--- config.mk ---
export PLATFORM = sky130hd
export DESIGN_NAME = adxl_spi_responder
export DESIGN_NICKNAME = d
export VERILOG_FILES = /design/src/rtl/adxl_spi_pkg.sv /design/src/rtl/spi_sync_edge.sv /design/src/rtl/adxl_spi_responder.sv
export SDC_FILE = /design/constraint.sdc
export NUM_CORES = 1
export LEC_CHECK = 0
export BUFFER_PORTS_ARGS = -buffer_cell sky130_fd_sc_hd__buf_2
export CAP_MARGIN = 20
export CORE_MARGIN = 2
export CORE_UTILIZATION = 25
export DETAILED_ROUTE_END_ITERATION = 7
export PLACE_DENSITY = 0.37
export SYNTH_ARGS = -nofsm -noshare
export SYNTH_HDL_FRONTEND = slang
export SYNTH_SLANG_ARGS = --single-unit
--- constraint.sdc ---
create_clock -name clk -period 3.16 [get_ports clk]
set_input_delay 0.158 -clock clk [delete_from_list [all_inputs] [get_ports clk]]
set_output_delay 0.158 -clock clk [all_outputs]
set_load 0.01 [all_outputs]
--- src/rtl/adxl_spi_pkg.sv ---
// adxl_spi_pkg
// Shared definitions for the ADXL-style SPI responder: SPI command codes,
// register addresses, the transaction FSM state type and a helper that tells
// whether an address accepts SPI writes.
// Optional feature macro used by the responder: ADXL_SPI_RESP_SOFT_RESET_EN.
package adxl_spi_pkg;

  // SPI command bytes
  localparam logic [7:0] CMD_READ  = 8'h0A;
  localparam logic [7:0] CMD_WRITE = 8'h0B;
  localparam logic [7:0] CMD_FIFO  = 8'h0D;

  // Register map
  localparam logic [7:0] ADDR_STATUS     = 8'h0B;
  localparam logic [7:0] ADDR_XDATA_L    = 8'h0E;
  localparam logic [7:0] ADDR_ZDATA_H    = 8'h13;
  localparam logic [7:0] ADDR_SOFT_RESET = 8'h1F;
  localparam logic [7:0] ADDR_INTMAP1    = 8'h2A;
  localparam logic [7:0] ADDR_INTMAP2    = 8'h2B;
  localparam logic [7:0] ADDR_POWER_CTL  = 8'h2D;

  localparam logic [7:0] SOFT_RESET_KEY  = 8'h52;

  // Transaction FSM states
  typedef enum logic [2:0] {
    ST_IDLE,
    ST_CMD,
    ST_ADDR,
    ST_DATA,
    ST_IGNORE
  } spi_state_t;

  // ID registers and the sample registers are owned by the responder itself,
  // so SPI writes to them are silently dropped.
  function automatic logic is_writable(input logic [7:0] addr);
    return !((addr <= 8'h02) || ((addr >= ADDR_XDATA_L) && (addr <= ADDR_ZDATA_H)));
  endfunction

endpackage

--- src/rtl/spi_sync_edge.sv ---
// spi_sync_edge
// Brings the asynchronous SPI pins into the clk domain through 2-FF
// synchronizers and derives single-cycle edge strobes from the synced copies.
// Ports:
//   clk, rst              system clock, synchronous active-low reset
//   sclk, cs_n, mosi      raw SPI pins
//   sclk_rise, sclk_fall  one-cycle strobes on synced sclk edges
//   cs_fall, cs_rise      one-cycle strobes on synced cs_n edges
//   cs_n_sync, mosi_sync  synchronized levels
module spi_sync_edge (
  input  logic clk,
  input  logic rst,
  input  logic sclk,
  input  logic cs_n,
  input  logic mosi,
  output logic sclk_rise,
  output logic sclk_fall,
  output logic cs_fall,
  output logic cs_rise,
  output logic cs_n_sync,
  output logic mosi_sync
);

  // Bits [1:0] are the synchronizer, bit [2] is the previous synced value.
  // mosi uses the same depth as sclk so both stay aligned at a rising edge.
  logic [2:0] sclk_pipe;
  logic [2:0] cs_pipe;
  logic [1:0] mosi_pipe;

  // Synchronizer and edge history; cs_n idles high so a reset never looks
  // like the start of a transaction.
  always_ff @(posedge clk) begin
    if (!rst) begin
      sclk_pipe <= 3'b000;
      cs_pipe   <= 3'b111;
      mosi_pipe <= 2'b00;
    end else begin
      sclk_pipe <= {sclk_pipe[1:0], sclk};
      cs_pipe   <= {cs_pipe[1:0], cs_n};
      mosi_pipe <= {mosi_pipe[0], mosi};
    end
  end

  assign sclk_rise = sclk_pipe[1] & ~sclk_pipe[2];
  assign sclk_fall = ~sclk_pipe[1] & sclk_pipe[2];
  assign cs_fall   = ~cs_pipe[1] & cs_pipe[2];
  assign cs_rise   = cs_pipe[1] & ~cs_pipe[2];
  assign cs_n_sync = cs_pipe[1];
  assign mosi_sync = mosi_pipe[1];

endmodule

--- src/rtl/adxl_spi_responder.sv ---
// adxl_spi_responder
// SPI mode-0 responder that stands in for the accelerometer of a PmodACL2
// link. Decodes command, address and data bytes, serves register reads
// (with auto-incrementing burst) and accepts register writes. Axis samples
// from a stimulus source land in 0x0E-0x13; samples arriving mid-transaction
// are held back until chip select rises so a burst read is never torn.
// Ports:
//   clk, rst                    system clock (>= 8x sclk), sync active-low reset
//   sclk, cs_n, mosi            SPI inputs (oversampled in clk domain)
//   miso, miso_oe               SPI data out and its enable
//   sample_x/y/z, sample_valid  new axis sample and its capture strobe
//   int1, int2                  level interrupts from STATUS & INTMAPx
//   measure_en                  POWER_CTL[1:0] == 2'b10
// Optional feature macro: ADXL_SPI_RESP_SOFT_RESET_EN (0x52 written to
// 0x1F clears the register file and any pending sample).
module adxl_spi_responder
  import adxl_spi_pkg::*;
#(
  parameter logic [7:0] DEVID_AD  = 8'hAD,
  parameter logic [7:0] DEVID_MST = 8'h1D,
  parameter logic [7:0] PARTID    = 8'hF2,
  parameter int         REG_DEPTH = 64
) (
  input  logic        clk,
  input  logic        rst,
  input  logic        sclk,
  input  logic        cs_n,
  input  logic        mosi,
  output logic        miso,
  output logic        miso_oe,
  input  logic [15:0] sample_x,
  input  logic [15:0] sample_y,
  input  logic [15:0] sample_z,
  input  logic        sample_valid,
  output logic        int1,
  output logic        int2,
  output logic        measure_en
);

  localparam int AW = $clog2(REG_DEPTH);
  localparam logic [AW-1:0] A_STATUS = AW'(ADDR_STATUS);
  localparam logic [AW-1:0] A_XL     = AW'(ADDR_XDATA_L);
  localparam logic [AW-1:0] A_ZH     = AW'(ADDR_ZDATA_H);
  localparam logic [AW-1:0] A_IM1    = AW'(ADDR_INTMAP1);
  localparam logic [AW-1:0] A_IM2    = AW'(ADDR_INTMAP2);
  localparam logic [AW-1:0] A_PWR    = AW'(ADDR_POWER_CTL);

  logic sclk_rise, sclk_fall, cs_fall, cs_rise, cs_n_sync, mosi_sync;

  spi_sync_edge u_sync (
    .clk       (clk),
    .rst       (rst),
    .sclk      (sclk),
    .cs_n      (cs_n),
    .mosi      (mosi),
    .sclk_rise (sclk_rise),
    .sclk_fall (sclk_fall),
    .cs_fall   (cs_fall),
    .cs_rise   (cs_rise),
    .cs_n_sync (cs_n_sync),
    .mosi_sync (mosi_sync)
  );

  spi_state_t    state, state_next;
  logic [2:0]    bit_cnt;
  logic [6:0]    shift_in;
  logic [7:0]    rx_byte;
  logic          is_write;
  logic [AW-1:0] ptr;
  logic [7:0]    tx_shift;
  logic [7:0]    regs [REG_DEPTH];

  logic          in_shift, byte_done, addr_done, data_done;
  logic          wr_en, load_en, tx_step;
  logic [AW-1:0] load_addr;

  logic          pend_valid;
  logic [47:0]   pend_data;
  logic          cap_direct, pend_apply, cap_any;
  logic [47:0]   cap_data;
  logic          soft_clr;

  // The byte completing on this sclk rise includes the bit being sampled now.
  assign rx_byte   = {shift_in, mosi_sync};
  assign in_shift  = (state == ST_CMD) || (state == ST_ADDR) || (state == ST_DATA);
  assign byte_done = sclk_rise && in_shift && (bit_cnt == 3'd7) && !cs_rise;
  assign addr_done = byte_done && (state == ST_ADDR);
  assign data_done = byte_done && (state == ST_DATA);
  assign wr_en     = data_done && is_write;
  assign load_en   = (addr_done || data_done) && !is_write;
  assign load_addr = addr_done ? rx_byte[AW-1:0] : ptr + AW'(1);
  assign tx_step   = (state == ST_DATA) && !is_write && sclk_fall;

  // Samples go straight in while cs_n is high; a held sample is applied one
  // cycle after cs_n rises. A fresh direct sample supersedes a held one.
  assign cap_direct = sample_valid && cs_n_sync;
  assign pend_apply = pend_valid && cs_n_sync && !cs_rise;
  assign cap_any    = cap_direct || pend_apply;
  assign cap_data   = cap_direct ? {sample_z, sample_y, sample_x} : pend_data;

  assign measure_en = (regs[A_PWR][1:0] == 2'b10);

  // FSM state register
  always_ff @(posedge clk) begin
    if (!rst) state <= ST_IDLE;
    else      state <= state_next;
  end

  // FSM next-state: cs_n rising always aborts back to IDLE
  always_comb begin
    state_next = state;
    if (cs_rise) begin
      state_next = ST_IDLE;
    end else begin
      case (state)
        ST_IDLE: if (cs_fall) state_next = ST_CMD;
        ST_CMD: begin
          if (byte_done) begin
            if ((rx_byte == CMD_READ) || (rx_byte == CMD_WRITE)) state_next = ST_ADDR;
            else                                                 state_next = ST_IGNORE;
          end
        end
        ST_ADDR: if (byte_done) state_next = ST_DATA;
        default: state_next = state;
      endcase
    end
  end

  // Bit/byte datapath: receive shifter, pointer and transmit shifter.
  // miso is driven from the tx shifter on sclk falls only in a DATA read.
  always_ff @(posedge clk) begin
    if (!rst) begin
      bit_cnt  <= 3'd0;
      shift_in <= 7'd0;
      is_write <= 1'b0;
      ptr      <= '0;
      tx_shift <= 8'd0;
      miso     <= 1'b0;
      miso_oe  <= 1'b0;
    end else begin
      miso_oe <= ~cs_n_sync;
      if (cs_fall) begin
        bit_cnt <= 3'd0;
      end else if (sclk_rise && in_shift) begin
        bit_cnt  <= bit_cnt + 3'd1;
        shift_in <= rx_byte[6:0];
      end
      if (byte_done && (state == ST_CMD)) is_write <= (rx_byte == CMD_WRITE);
      if (addr_done)      ptr <= rx_byte[AW-1:0];
      else if (data_done) ptr <= ptr + AW'(1);
      if (load_en)      tx_shift <= regs[load_addr];
      else if (tx_step) tx_shift <= {tx_shift[6:0], 1'b0};
      if (tx_step)                 miso <= tx_shift[7];
      else if (state != ST_DATA)   miso <= 1'b0;
    end
  end

  // Register file. Ordering matters: SPI write, then the DATA_READY clear
  // on loading ZDATA_H, then sample capture, so a same-cycle set wins.
  always_ff @(posedge clk) begin
    if (!rst || soft_clr) begin
      for (int i = 0; i < REG_DEPTH; i++) regs[i] <= 8'h00;
      regs[0] <= DEVID_AD;
      regs[1] <= DEVID_MST;
      regs[2] <= PARTID;
    end else begin
      if (wr_en && is_writable(8'(ptr))) regs[ptr] <= rx_byte;
      if (load_en && (load_addr == A_ZH)) regs[A_STATUS][0] <= 1'b0;
      if (cap_any) begin
        for (int i = 0; i < 6; i++) regs[A_XL + AW'(i)] <= cap_data[8*i +: 8];
        regs[A_STATUS][0] <= 1'b1;
      end
    end
  end

  // Holding register for samples that arrive while a transaction is open;
  // the newest one wins.
  always_ff @(posedge clk) begin
    if (!rst || soft_clr) begin
      pend_valid <= 1'b0;
      pend_data  <= 48'd0;
    end else if (sample_valid && !cs_n_sync) begin
      pend_valid <= 1'b1;
      pend_data  <= {sample_z, sample_y, sample_x};
    end else if (cap_any) begin
      pend_valid <= 1'b0;
    end
  end

`ifdef ADXL_SPI_RESP_SOFT_RESET_EN
  // Soft reset takes effect the cycle after the key byte is written;
  // the transaction FSM is deliberately left running.
  always_ff @(posedge clk) begin
    if (!rst) soft_clr <= 1'b0;
    else      soft_clr <= wr_en && (8'(ptr) == ADDR_SOFT_RESET) && (rx_byte == SOFT_RESET_KEY);
  end
`else
  assign soft_clr = 1'b0;
`endif

  // Interrupts: bits [6:0] of STATUS & INTMAPx, bit 7 of INTMAPx flips polarity.
  always_ff @(posedge clk) begin
    if (!rst) begin
      int1 <= 1'b0;
      int2 <= 1'b0;
    end else begin
      int1 <= (|(regs[A_STATUS][6:0] & regs[A_IM1][6:0])) ^ regs[A_IM1][7];
      int2 <= (|(regs[A_STATUS][6:0] & regs[A_IM2][6:0])) ^ regs[A_IM2][7];
    end
  end

endmodule

# After elaboration in Yosys (flattened, before gate mapping)
# Memories as Yosys holds them, arrays and structs flattened.
# Index checks and enable logic that the tools add are counted.
[word_totals]
input_bits = 54
mem_bits_ro = 0
ramBits = 512
memories = 1
out_inout_bits = 5
wordCells = 144
register_bits = 89
latchBits = 0
[classes]
n_addsub = 2
n_eq_ne = 13
shift = 0
multipliers = 0
reduce_logical = 40
div_mod_pow = 0
order_cmp = 3
bitwise_logic = 31
mux = 39
[memory_table]
columns = ["memory", "words", "word_bits", "rd", "rd_ports_with_merged_regs", "write_ports", "line", "rtl"]
rows = [
  ["regs", 64, 8, 5, 0, 64, "adxl_spi_responder.sv:71", "logic [7:0] regs [REG_DEPTH];"],
]
[op_table]
columns = ["op", "count"]
rows = [
  ["8-bit two-way mux", 12],
  ["48-bit two-way mux", 1],
  ["6-bit two-way mux", 4],
  ["1-bit logical AND", 17],
  ["8-bit by 4-bit equality test with 1-bit output, second input constant", 2],
  ["1-bit two-way mux", 16],
  ["7-bit bitwise AND", 2],
  ["7-bit OR reduction", 2],
  ["3-bit two-way mux", 4],
  ["1-bit bitwise OR", 11],
  ["3-bit case mux with 3 select lines", 1],
  ["1-bit NOT", 8],
  ["2-bit nonzero test", 4],
  ["8-bit OR reduction", 1],
  ["1-bit bitwise AND", 7],
  ["6-bit by 1-bit adder with 6-bit output, second input constant", 1],
  ["3-bit by 2-bit equality test with 1-bit output, second input constant", 2],
  ["6-bit by 5-bit equality test with 1-bit output, second input constant", 1],
  ["6-bit equality test, second input constant", 1],
  ["6-bit by 4-bit >= comparator with 1-bit output, second input constant", 1],
  ["6-bit by 2-bit <= comparator with 1-bit output, second input constant", 1],
  ["6-bit by 5-bit <= comparator with 1-bit output, second input constant", 1],
  ["1-bit logical OR", 6],
  ["2-bit != test, second input constant", 3],
  ["14 further kinds", 19],
]

# Logic depth before layout (Yosys ltp)
[depth]
ltp_word = 15
ltp_mapped = 14
ltp_nobuf = 11

# Hierarchy
# From an unflattened synthesis, not the netlist that was laid out.
[hier_totals]
cells_unflattened = 2459
area_unflattened_um2 = 27839.2
[by_module_without_submodules]
columns = ["mod", "seq_area_each_um2", "area_per_inst_um2", "cells_per_inst", "n_inst"]
rows = [
  ["adxl_spi_responder", 16996.3, 27604.0, 2439, 1],
  ["spi_sync_edge", 160.2, 235.2, 20, 1],
]

# Worst setup path after synthesis
# OpenSTA, ideal clock, no wires.
[synth_path]
path_type = "flip-flop to flip-flop"
from = "register state[0]"
to = "memory regs[44][0], enable pin"
setup_ns = 0.384
path_buffers = 4
synth_period_minus_slack_ns = 3.003
slack_ns = 0.157
required_time_ns = 2.776
path_stages_with_launch = 11
arrival_time_ns = 2.619
cell_sequence = "dfxtp_1 -> buf_2 -> or2_0 -> and3_1 -> buf_2 -> nand4_1 -> nor4_2 -> nand2_1 -> buf_2 -> clkbuf_1 -> o21ai_0"
[synth_lines]
columns = ["item", "line", "rtl"]
rows = [
  ["from (decl)", "adxl_spi_responder.sv:64", "spi_state_t state, state_next;"],
  ["from (signal assigned)", "adxl_spi_responder.sv:106", "else state <= state_next;"],
  ["to (decl)", "adxl_spi_responder.sv:71", ""],
]

# Worst setup path in the final report
[layout_path]
from = "register bit_cnt[0]"
to = "register tx_shift[6]"
[layout_via]
elab_chain_len = 7
word_cells_on_any_way = 11
classes_between = "1 x eq/ne; 2 x mux; 7 x reduce/logical; 1 x memory"
[layout_lines]
columns = ["item", "line", "rtl"]
rows = [
  ["from (decl)", "adxl_spi_responder.sv:65", "logic [2:0] bit_cnt;"],
  ["from (signal assigned)", "adxl_spi_responder.sv:145", "bit_cnt <= bit_cnt + 3'd1;"],
  ["3-bit equality test (*)", "adxl_spi_responder.sv:86", "assign byte_done = sclk_rise && in_shift && (bit_cnt == 3'd7) && !cs_rise;"],
  ["1-bit logical AND (*) (2 in series)", "adxl_spi_responder.sv:86", ""],
  ["1-bit logical AND, on equally long branches", "adxl_spi_responder.sv:87, adxl_spi_responder.sv:88", ""],
  ["6-bit two-way mux / 1-bit logical OR (equally long branches)", "adxl_spi_responder.sv:91, adxl_spi_responder.sv:90", ""],
  ["memory read 64 x 8 bit / 1-bit logical AND (equally long branches)", "--", ""],
  ["8-bit two-way mux / 2-bit nonzero test (equally long branches)", "--", ""],
  ["to (signal assigned)", "adxl_spi_responder.sv:151", "if (load_en) tx_shift <= regs[load_addr];"],
  ["to (signal assigned)", "adxl_spi_responder.sv:152", "else if (tx_step) tx_shift <= {tx_shift[6:0], 1'b0};"],
  ["to (decl)", "adxl_spi_responder.sv:70", "logic [7:0] tx_shift;"],
]
# Mark *: on every way between the ends. The rest lies on a longest branch, timed or not.
# A chain may end at the register's enable or synchronous reset.

==> results.md <==
- GP Congestion: 0.840
- CTS buffer count: 76
- Largest net degree at the start of global routing: 59
- Worst Path Max Fanout: 14
- Via-per-instance ratio: 4.69
- Failing checks: negative setup slack
- Max Freq: 315 MHz
- Top cell type's share of synthesized area: 0.549
- RSZ-0062 raised after global routing: yes
- Mapped Area: 28,000 µm²
- FF+latch count, synth: 601
- Leak: 12.6 nW
- Clock-pin slew on the worst setup and hold paths: 0.06 ns
- Sink Count: 601
- Power per Cell Area: 522 nW/µm²
- Maximum root-to-sink buffer count: 3
- First-pass GRT wire length: 148,000 µm
- Share of layout cells above drive strength 1: 0.196
- # rows: 122
- Crit path kind: reg -> reg
- Cells after synthesis: 2,571
- Final HPWL DP: 66,100 µm
- Sequential Area: 17,200 µm²
- Root Buffer: clkbuf_16
- CP max-delay cell: nor4_2
- Final WS setup: -0.0154 ns
- Routed WL: 100,000 µm
- Outcome: finished with violations
- Routed WL per cell: 22.7 µm
- Tmin final: 3.18 ns
- Yosys warns: 0
- Peak supply drop: 308 µV
- Initial antenna violation count: 2
- Met3 Track Usage GR: 0.0301
- Nets: 2,933
- CP arrival: 3.71 ns
- Yosys cell types: 67
- M2 GR Usage: 0.296
- Synth Area per Inst: 10.9 µm²
- Initial drt markers: 1,420
- Fin cells: 4,423
- Synth top area cells: edfxtp_1 55%, and2_1 7.5%, dfxtp_1 6.4%
- Largest area contributor in the netlist: edfxtp_1
- Final cycle utilization of the critical path: 1.00
- Initial Util: 0.253
- Num ports: 59
- H-tree Lvls: 3
- Number of global-route vias before repair: 21,400
- Critical Path RT: 3.70 ns
- Post-DRT Antenna Nets: 0
- Most common flop cell mapped by yosys: edfxtp_1
- Die Y: 339 µm
- Final setup viols: 1
- Die width: 339 µm
- CP endpoint kind: flop
- Seq/Total Area, Yosys: 0.612
- CP Buf/Inv Count: 5
- Total die area: 115,000 µm²
- Worst path top cell family by delay: buffers and inverters
- Port Buffers: 58
- Tot GR Track Use: 0.174
- Relative slew slack: 0.295
- Crit path launch type: flop
- CTS tree: done
- Setup TNS: -0.0154 ns
- Grt met1 use: 0.226
- Fillcell total: 11,300
- Max cap viols: 0
- Setup WS pre-CTS: -0.324 ns
- Util after Layout: 0.323
- Skew-Pair Late Insertion Delay: 0.66 ns
- Most frequent cells in the layout: 512 x edfxtp_1, 459 x nand2_1, 337 x and2_1, 244 x buf_4, 177 x a21oi_1
- Worst hold path class: in -> reg
- Post-synthesis async set-or-reset flop share: 0
- Crit path cell chain: ha_4 -> ha_4 -> o211ai_2 -> nand4b_4 -> buf_12 -> buf_4 -> mux2i_4 -> buf_4 -> nand2_8 -> buf_12 -> a21oi_1 -> nor4_2 -> buf_4 -> a211o_1 -> o31ai_2 -> o31a_1
- Commonest non-fill, non-tap cell in the layout: edfxtp_1
- DRC errors left: 0
- Skew final: 0.0168 ns
- Global route total overflow: 0
- Synth-to-Final Area Change: 27.8%
- Most common cell on crit path: buf_4
- Slew @ Worst Pin: 1.06 ns
- Final hold vios: 0
- Core ar.: 111,000 µm²
- Multi-input gate area: 10,500 µm²
- Post-synth EDFFs: 512
- Final Max Slew Viols: 0
- Most Crowded Layer GR: met2
- Placed cell count: 4,195
- Initial DRT Pass Iterations: 5
- Total vias in the final route: 20,700
- Worst stage delay on the critical path: 0.38 ns
final timing paths:
path                                startpoint                            to  slack, ns  depth (start not counted)
hold / removal                            cs_n  u_sync.cs_pipe[0]$_SDFF_PN1_       0.25                          3
setup reg to reg       bit_cnt[0]$_SDFFE_PP0P_      tx_shift[6]$_SDFFE_PN0P_      -0.02                         16
hold reg to reg   u_sync.cs_pipe[0]$_SDFF_PN1_  u_sync.cs_pipe[1]$_SDFF_PN1_       0.41                          1
setup / recovery       bit_cnt[0]$_SDFFE_PP0P_      tx_shift[6]$_SDFFE_PN0P_      -0.02                         16
cells by family after synthesis:
kind of cell               Yosys count  share of synthesized area
and+or+nand+nor                   1195                      0.207
DFF                                601                      0.612
AOI/OAI and AO/OA                  374                     0.0787
buffers and inverters              221                     0.0359
muxes                              166                     0.0613
xor gates and xnor gates             8                    0.00250
adders and majority gates            4                    0.00179
other                                2                   0.000268
synthesized netlist by cell type, types with 8 or more instances:
master / count
o22ai_1: 15
nor3_1: 119
nand2b_1: 16
nor2_1: 105
clkbuf_1: 128
buf_2: 52
nor4_1: 16
nand3_1: 110
dfxtp_1: 89
buf_4: 12
and2_1: 337
buf_6: 9
a311oi_1: 10
buf_1: 11
a21oi_1: 185
edfxtp_1: 512
inv_1: 8
mux2i_1: 156
nand2_1: 461
o221ai_1: 19
o21ai_0: 78
a31oi_1: 10
through the flow:
step | total power, mW | cell area, µm² | hold slack, ns
CTS | 19.0 | 35600 | 0.203
finish | 18.7 | 35800 | 0.254
global placement | 9.99 | 31800 | 0.353
floorplan | 9.58 | 28100 | 0.259
detailed placement | 10.0 | 31800 | 0.370
global route | 19.3 | 35800 | 0.250
layout make-up:
cell class                 count  area share
sequential                   601       0.479
clock inverter                34      0.0108
antenna                        1   0.0000698
timing repair buffer         416       0.106
clock buffer                 103      0.0591
multi-input combinational   1771       0.292
tap                         1488      0.0520
inverter                       9    0.000943
worst min-delay path, delay by kind of cell:
kind	cells	cell delay, ns
AND/OR/NAND/NOR	1	0.10
buffers and inverters	2	0.62
sequential cells by signal, indices dropped and copies added, names as in the netlist, 2 cells and up:
signal,flops
u_sync.sclk_pipe,3
ptr,6
shift_in,7
tx_shift,8
pend_data,48
bit_cnt,3
state,3
u_sync.cs_pipe,3
regs,512
u_sync.mosi_pipe,2
where the power goes:
part	internal, mW	leakage (nW)	total, mW	switching, mW
Sequential	8.97	5.66	9.14	0.168
Clock	5.22	1.23	8.81	3.59
Combinational	0.302	5.70	0.766	0.464
Total	14.5	12.6	18.7	4.22
per-layer routing:
layer | up-vias | share of wire
met5 | - | 0
met4 | 0 | 0.027
met3 | 134 | 0.043
met2 | 468 | 0.48
met1 | 10400 | 0.45
li1 | 9715 | -
what timing repair did:
item	CTS	global route
buffers inserted	23	5
gates cloned	6	0
endpoints found under the hold margin	106	0
resized for setup	75	39
hold buffers	54	0
pin swaps	11	11
setup endpoints to repair	65	241
No activity file was read; power rests on OpenSTA's default activity.
